### config.mk
export PLATFORM = sky130hd
export DESIGN_NAME = edge_event_arbiter
export DESIGN_NICKNAME = d
export VERILOG_FILES = /design/src/rtl/edge_event_arbiter.sv
export SDC_FILE = /design/constraint.sdc
export NUM_CORES = 1
export LEC_CHECK = 0
export CORE_ASPECT_RATIO = 0.8
export CORE_UTILIZATION = 30
export DETAILED_ROUTE_END_ITERATION = 7
export GPL_TIMING_DRIVEN = 0
export PLACE_DENSITY = 0.59
export SETUP_SLACK_MARGIN = 0.02
export SKIP_LAST_GASP = 1
export SYNTH_ARGS = -nofsm -noshare
export SYNTH_HDL_FRONTEND = slang
export SYNTH_SLANG_ARGS = --single-unit
export TNS_END_PERCENT = 20
### constraint.sdc
create_clock -name clk_i -period 2.4 [get_ports clk_i]
set_input_delay 0.36 -clock clk_i [delete_from_list [all_inputs] [get_ports clk_i]]
set_output_delay 0.36 -clock clk_i [all_outputs]
set_load 0.01 [all_outputs]
### src/rtl/edge_event_arbiter.sv
// Per-channel edge capture with a one-deep pending store, serialized onto a single
// valid/ready event port by a round-robin scheduler.
module edge_event_arbiter #(
    parameter int N_CH  = 4,
    parameter int IDX_W = 2
) (
    input  logic             clk_i,
    input  logic             rst_n_i,
    input  logic [N_CH-1:0]  in_bits_i,
    input  logic             evt_ready_i,
    input  logic             ovf_clr_i,
    output logic             evt_valid_o,
    output logic [IDX_W-1:0] evt_ch_o,
    output logic             evt_level_o,
    output logic [N_CH-1:0]  ovf_o
);

    // state | meaning
    // IDLE  | no event offered; loads the round-robin winner if any channel is pending
    // OFFER | event held stable on the port until evt_ready_i completes the transfer
    typedef enum logic {
        IDLE  = 1'b0,
        OFFER = 1'b1
    } state_e;

    localparam logic [IDX_W-1:0] LAST_CH = IDX_W'(N_CH - 1);

    state_e           state_q;
    logic [N_CH-1:0]  prev_q;
    logic [N_CH-1:0]  pend_q, pend_d;
    logic [N_CH-1:0]  plvl_q, plvl_d;
    logic [N_CH-1:0]  ovf_q, ovf_d;
    logic [IDX_W-1:0] ptr_q;
    logic             evt_valid_q;
    logic [IDX_W-1:0] evt_ch_q;
    logic             evt_level_q;

    logic [N_CH-1:0]  edge_det;
    logic [N_CH-1:0]  ovf_set;
    logic [IDX_W:0]   idx_sum;
    logic [IDX_W-1:0] win;
    logic [IDX_W-1:0] ptr_nxt;
    logic             found;
    logic             load;

    assign edge_det = in_bits_i ^ prev_q;

    // Scan from the farthest candidate back to ptr so the closest pending channel wins last.
    always_comb begin
        win     = '0;
        found   = 1'b0;
        idx_sum = '0;
        for (int k = N_CH - 1; k >= 0; k--) begin
            idx_sum = {1'b0, ptr_q} + (IDX_W + 1)'(k);
            if (idx_sum >= (IDX_W + 1)'(N_CH)) begin
                idx_sum = idx_sum - (IDX_W + 1)'(N_CH);
            end
            if (pend_q[idx_sum[IDX_W-1:0]]) begin
                win   = idx_sum[IDX_W-1:0];
                found = 1'b1;
            end
        end
    end

    assign load    = (state_q == IDLE) && found;
    assign ptr_nxt = (win == LAST_CH) ? '0 : win + IDX_W'(1);

    // A fresh edge always re-arms the channel, even on the cycle its old event is loaded.
    always_comb begin
        pend_d  = pend_q;
        plvl_d  = plvl_q;
        ovf_set = '0;
        for (int i = 0; i < N_CH; i++) begin
            pend_d[i]  = edge_det[i] | (pend_q[i] & ~(load && (win == IDX_W'(i))));
            plvl_d[i]  = edge_det[i] ? in_bits_i[i] : plvl_q[i];
            ovf_set[i] = edge_det[i] & pend_q[i] & ~(load && (win == IDX_W'(i)));
        end
        ovf_d = (ovf_clr_i ? '0 : ovf_q) | ovf_set;
    end

    always_ff @(posedge clk_i or negedge rst_n_i) begin
        if (!rst_n_i) begin
            state_q     <= IDLE;
            prev_q      <= '0;
            pend_q      <= '0;
            plvl_q      <= '0;
            ovf_q       <= '0;
            ptr_q       <= '0;
            evt_valid_q <= 1'b0;
            evt_ch_q    <= '0;
            evt_level_q <= 1'b0;
        end else begin
            prev_q <= in_bits_i;
            pend_q <= pend_d;
            plvl_q <= plvl_d;
            ovf_q  <= ovf_d;
            case (state_q)
                IDLE: begin
                    if (found) begin
                        evt_valid_q <= 1'b1;
                        evt_ch_q    <= win;
                        evt_level_q <= plvl_q[win];
                        ptr_q       <= ptr_nxt;
                        state_q     <= OFFER;
                    end else begin
                        evt_valid_q <= 1'b0;
                    end
                end
                OFFER: begin
                    if (evt_ready_i) begin
                        evt_valid_q <= 1'b0;
                        state_q     <= IDLE;
                    end
                end
                default: begin
                    evt_valid_q <= 1'b0;
                    state_q     <= IDLE;
                end
            endcase
        end
    end

    assign evt_valid_o = evt_valid_q;
    assign evt_ch_o    = evt_ch_q;
    assign evt_level_o = evt_level_q;
    assign ovf_o       = ovf_q;

endmodule

==> summary.txt <==
VDD IR-drop max -> 0.375 mV
# hold bufs at CTS -> 0
R2R setup slack -> 0.47 ns
initial antenna violation count -> 0
1st-iter DRT viols -> 10
status -> complete, no violations
R2R depth -> 5
Yosys top cell area share -> 54.7%
critical path type -> reg -> reg
dpl hpwl -> 1280 um
Clock power frac -> 17.3%
worst-skew pair later-pin latency -> 0.26 ns
count of input and output buffers -> 15
Final period util -> 80.5%
Post-synth EDFFs -> 0
GPL Wtd Cong -> 0.779
setup violators final -> 0
synth top area cells -> dfrtp_1 55%, ha_1 4.8%, o21ai_0 4.8%
Async SR Flop Fraction -> 100%
Max clock buf depth -> 2
RSZ-0062 raised after global routing -> no
clock-pin slew on the worst setup and hold paths -> 0.07 ns
Worst EP arrival -> 2.08 ns
area leader, netlist -> dfrtp_1
register area share after synthesis -> 54.7%
vias per inst -> 4.66
P_leak -> 0.000580 uW
synthesized net count -> 104
Reg power frac -> 42.3%
Final ANT Viol Nets -> 0
row count -> 18
critical path's slowest cell -> dfrtp_1
Max-slew headroom -> 33.9%
HP Class -> reg -> reg
Synth Area per Inst -> 11.4 um^2
top-count cell post-synth -> dfrtp_1
Sw Ratio -> 34.8%
Die ar. -> 0.00375 mm^2
Nets -> 124
Setup TNS Final -> 0 ns
P_sw -> 475 uW
Clock Tree Root -> clkbuf_8
CTS resizes -> 0
cell area after synthesis -> 0.00105 mm^2
Core ar. -> 0.00322 mm^2
TritonCTS Buffers -> 3
CP peak stage delay -> 0.44 ns
combinational fraction of design power -> 40.4%
IO Pins -> 16
wire per inst -> 11.7 um
area growth from synthesis to layout -> 23.3%
Die Height -> 55.0 um
highest clock rate -> 518 MHz
share of layout cells above drive strength 1 -> 11.7%
Hold Violations, Final -> 0
Pre-Repair DR Iteration Count -> 4
Setup Fix Bufs, Post-CTS -> 0
Ant. Diodes -> 0
worst setup path endpoint -> ptr_q[1]$_DFFE_PN0P_
vias in the first global route -> 697
library cells used by synthesis -> 24
CTS tree -> built
Commonest cells post-synth -> 23 x dfrtp_1, 13 x inv_1, 11 x nand2_1, 10 x o21ai_0
crit path from -> ptr_q[1]$_DFFE_PN0P_
# DRC -> 0
Yosys warning total -> 0
Starting Density -> 32.7%
startpoint types -> register
Total Power -> 1360 uW
Clock Skews -> 0.00346 ns
kind of end point of the critical path -> register
CP cell instances -> mux2_4 -> o221ai_2 -> inv_1 -> ha_1 -> mux2_2
Critical Path Fanout Max -> 6
Power Dens Cells -> 1050 mW/mm^2
first-pass GRT wire length -> 3130 um
synthesized instance count -> 92
P_int -> 890 uW
min-delay src -> prev_q[3]$_DFF_PN0_
vias -> 703
Worst Path Required -> 2.55 ns
MaxCap Viol Count -> 0
reg-to-reg startpoint -> ptr_q[1]$_DFFE_PN0P_
CTS sink cnt -> 23
chip width -> 68.2 um
H-tree Lvls -> 1
overall global routing resource usage -> 11.8%
WL final -> 1770 um
ys flop type -> dfrtp_1
flops & latches, synth -> 23
measured slew at the worst slew-check pin -> 0.988 ns
largest net degree at the start of global routing -> 24
min Tclk post-route -> 1.93 ns
Pins Over Slew Limit -> 0
GRT Residual Overflow -> 0
Reg-to-Reg End -> ptr_q[1]$_DFFE_PN0P_
-- layout make-up --
| type | instances | area, um^2 |
|---|---|---|
| fillers | 312 | 1920 |
| flip-flops and latches | 23 | 576 |
| multi-input cells | 55 | 413 |
| repair buffers | 15 | 150 |
| well taps | 40 | 50.0 |
| inverters | 13 | 48.8 |
| clock buffers | 4 | 45.0 |
| plain buffers | 1 | 15.0 |
-- power by group through the flow --
stage | sequential, uW | combinational (uW) | clock, uW
2_1_floorplan | 594 | 342 | 0
3_3_place_gp | 580 | 557 | 0
3_5_place_dp | 586 | 550 | 0
4_1_cts | 578 | 559 | 245
5_1_grt | 595 | 633 | 257
6_report | 577 | 552 | 236
-- critical path, delay by kind of cell, from the launching register on --
family                   cells  cell delay [ns]
AO/OA/AOI/OAI                1             0.34
flip-flops                   1             0.44
multiplexers                 2             0.59
adder cells (fa/ha/maj)      1             0.31
buffers and inverters        1             0.15
-- state kept, by name, summed over array words and instances, names as in the netlist --
register / cells
evt_valid_o: 1
state_q: 1
ptr_q: 2
evt_level_o: 1
prev_q: 4
evt_ch_o: 2
ovf_o: 4
plvl_q: 4
pend_q: 4
-- cell families (layout without fill, tap and decap cells) --
group                    count (synthesis)  in the layout  synth area share, %
adder cells (fa/ha/maj)                  5              5                 5.71
multiplexers                             5              5                 5.83
AO/OA/AOI/OAI                           23             23                 14.5
XOR/XNOR                                 4              4                 3.33
AND/OR/NAND/NOR                         18             18                 9.87
buffers and inverters                   14             33                 6.06
flip-flops                              23             23                 54.7
-- layer usage --
metal,wire length (um),global-route usage [%]
met4,31,6.25
met3,46,2.46
met1,917,15.7
met5,0,0
met2,777,18.0
-- worst min path at each step --
stage / to / cells after the start
2_1_floorplan: evt_ch_o[0]$_DFFE_PN0P_ / 0
3_3_place_gp: plvl_q[1]$_DFFE_PN0N_ / 1
3_5_place_dp: plvl_q[3]$_DFFE_PN0N_ / 1
4_1_cts: plvl_q[3]$_DFFE_PN0N_ / 1
5_1_grt: evt_valid_o$_DFFE_PN0P_ / 1
6_report: plvl_q[3]$_DFFE_PN0N_ / 1
-- through the flow --
step | setup slack, ns | instance area, um^2 | hold WS (ns) | std cells | utilization, %
after floorplan | 0.633 | 1050 | 0.0644 | 92 | -
after global placement | 0.483 | 1250 | 0.470 | 147 | 38.9
after detailed placement | 0.481 | 1250 | 0.484 | 147 | 38.9
after CTS | 0.462 | 1300 | 0.495 | 151 | 40.3
after global routing | 0.377 | 1300 | 0.525 | 151 | 40.3
final | 0.469 | 1300 | 0.490 | 151 | 40.3
-- cells in the final DEF, fill, tap and decap left out, types with 2 or more instances in the layout --
master and instances:
o22ai_1 4, a21oi_1 2, dfrtp_1 23, o21a_1 2, o21ai_0 10, nor2_1 3, mux2i_1 2, nand2_1 11
clkbuf_8 3, xnor2_1 4, clkdlybuf4s50_1 15, inv_1 13, mux2_4 2, ha_1 4
No activity file was read; power rests on OpenSTA's default activity.
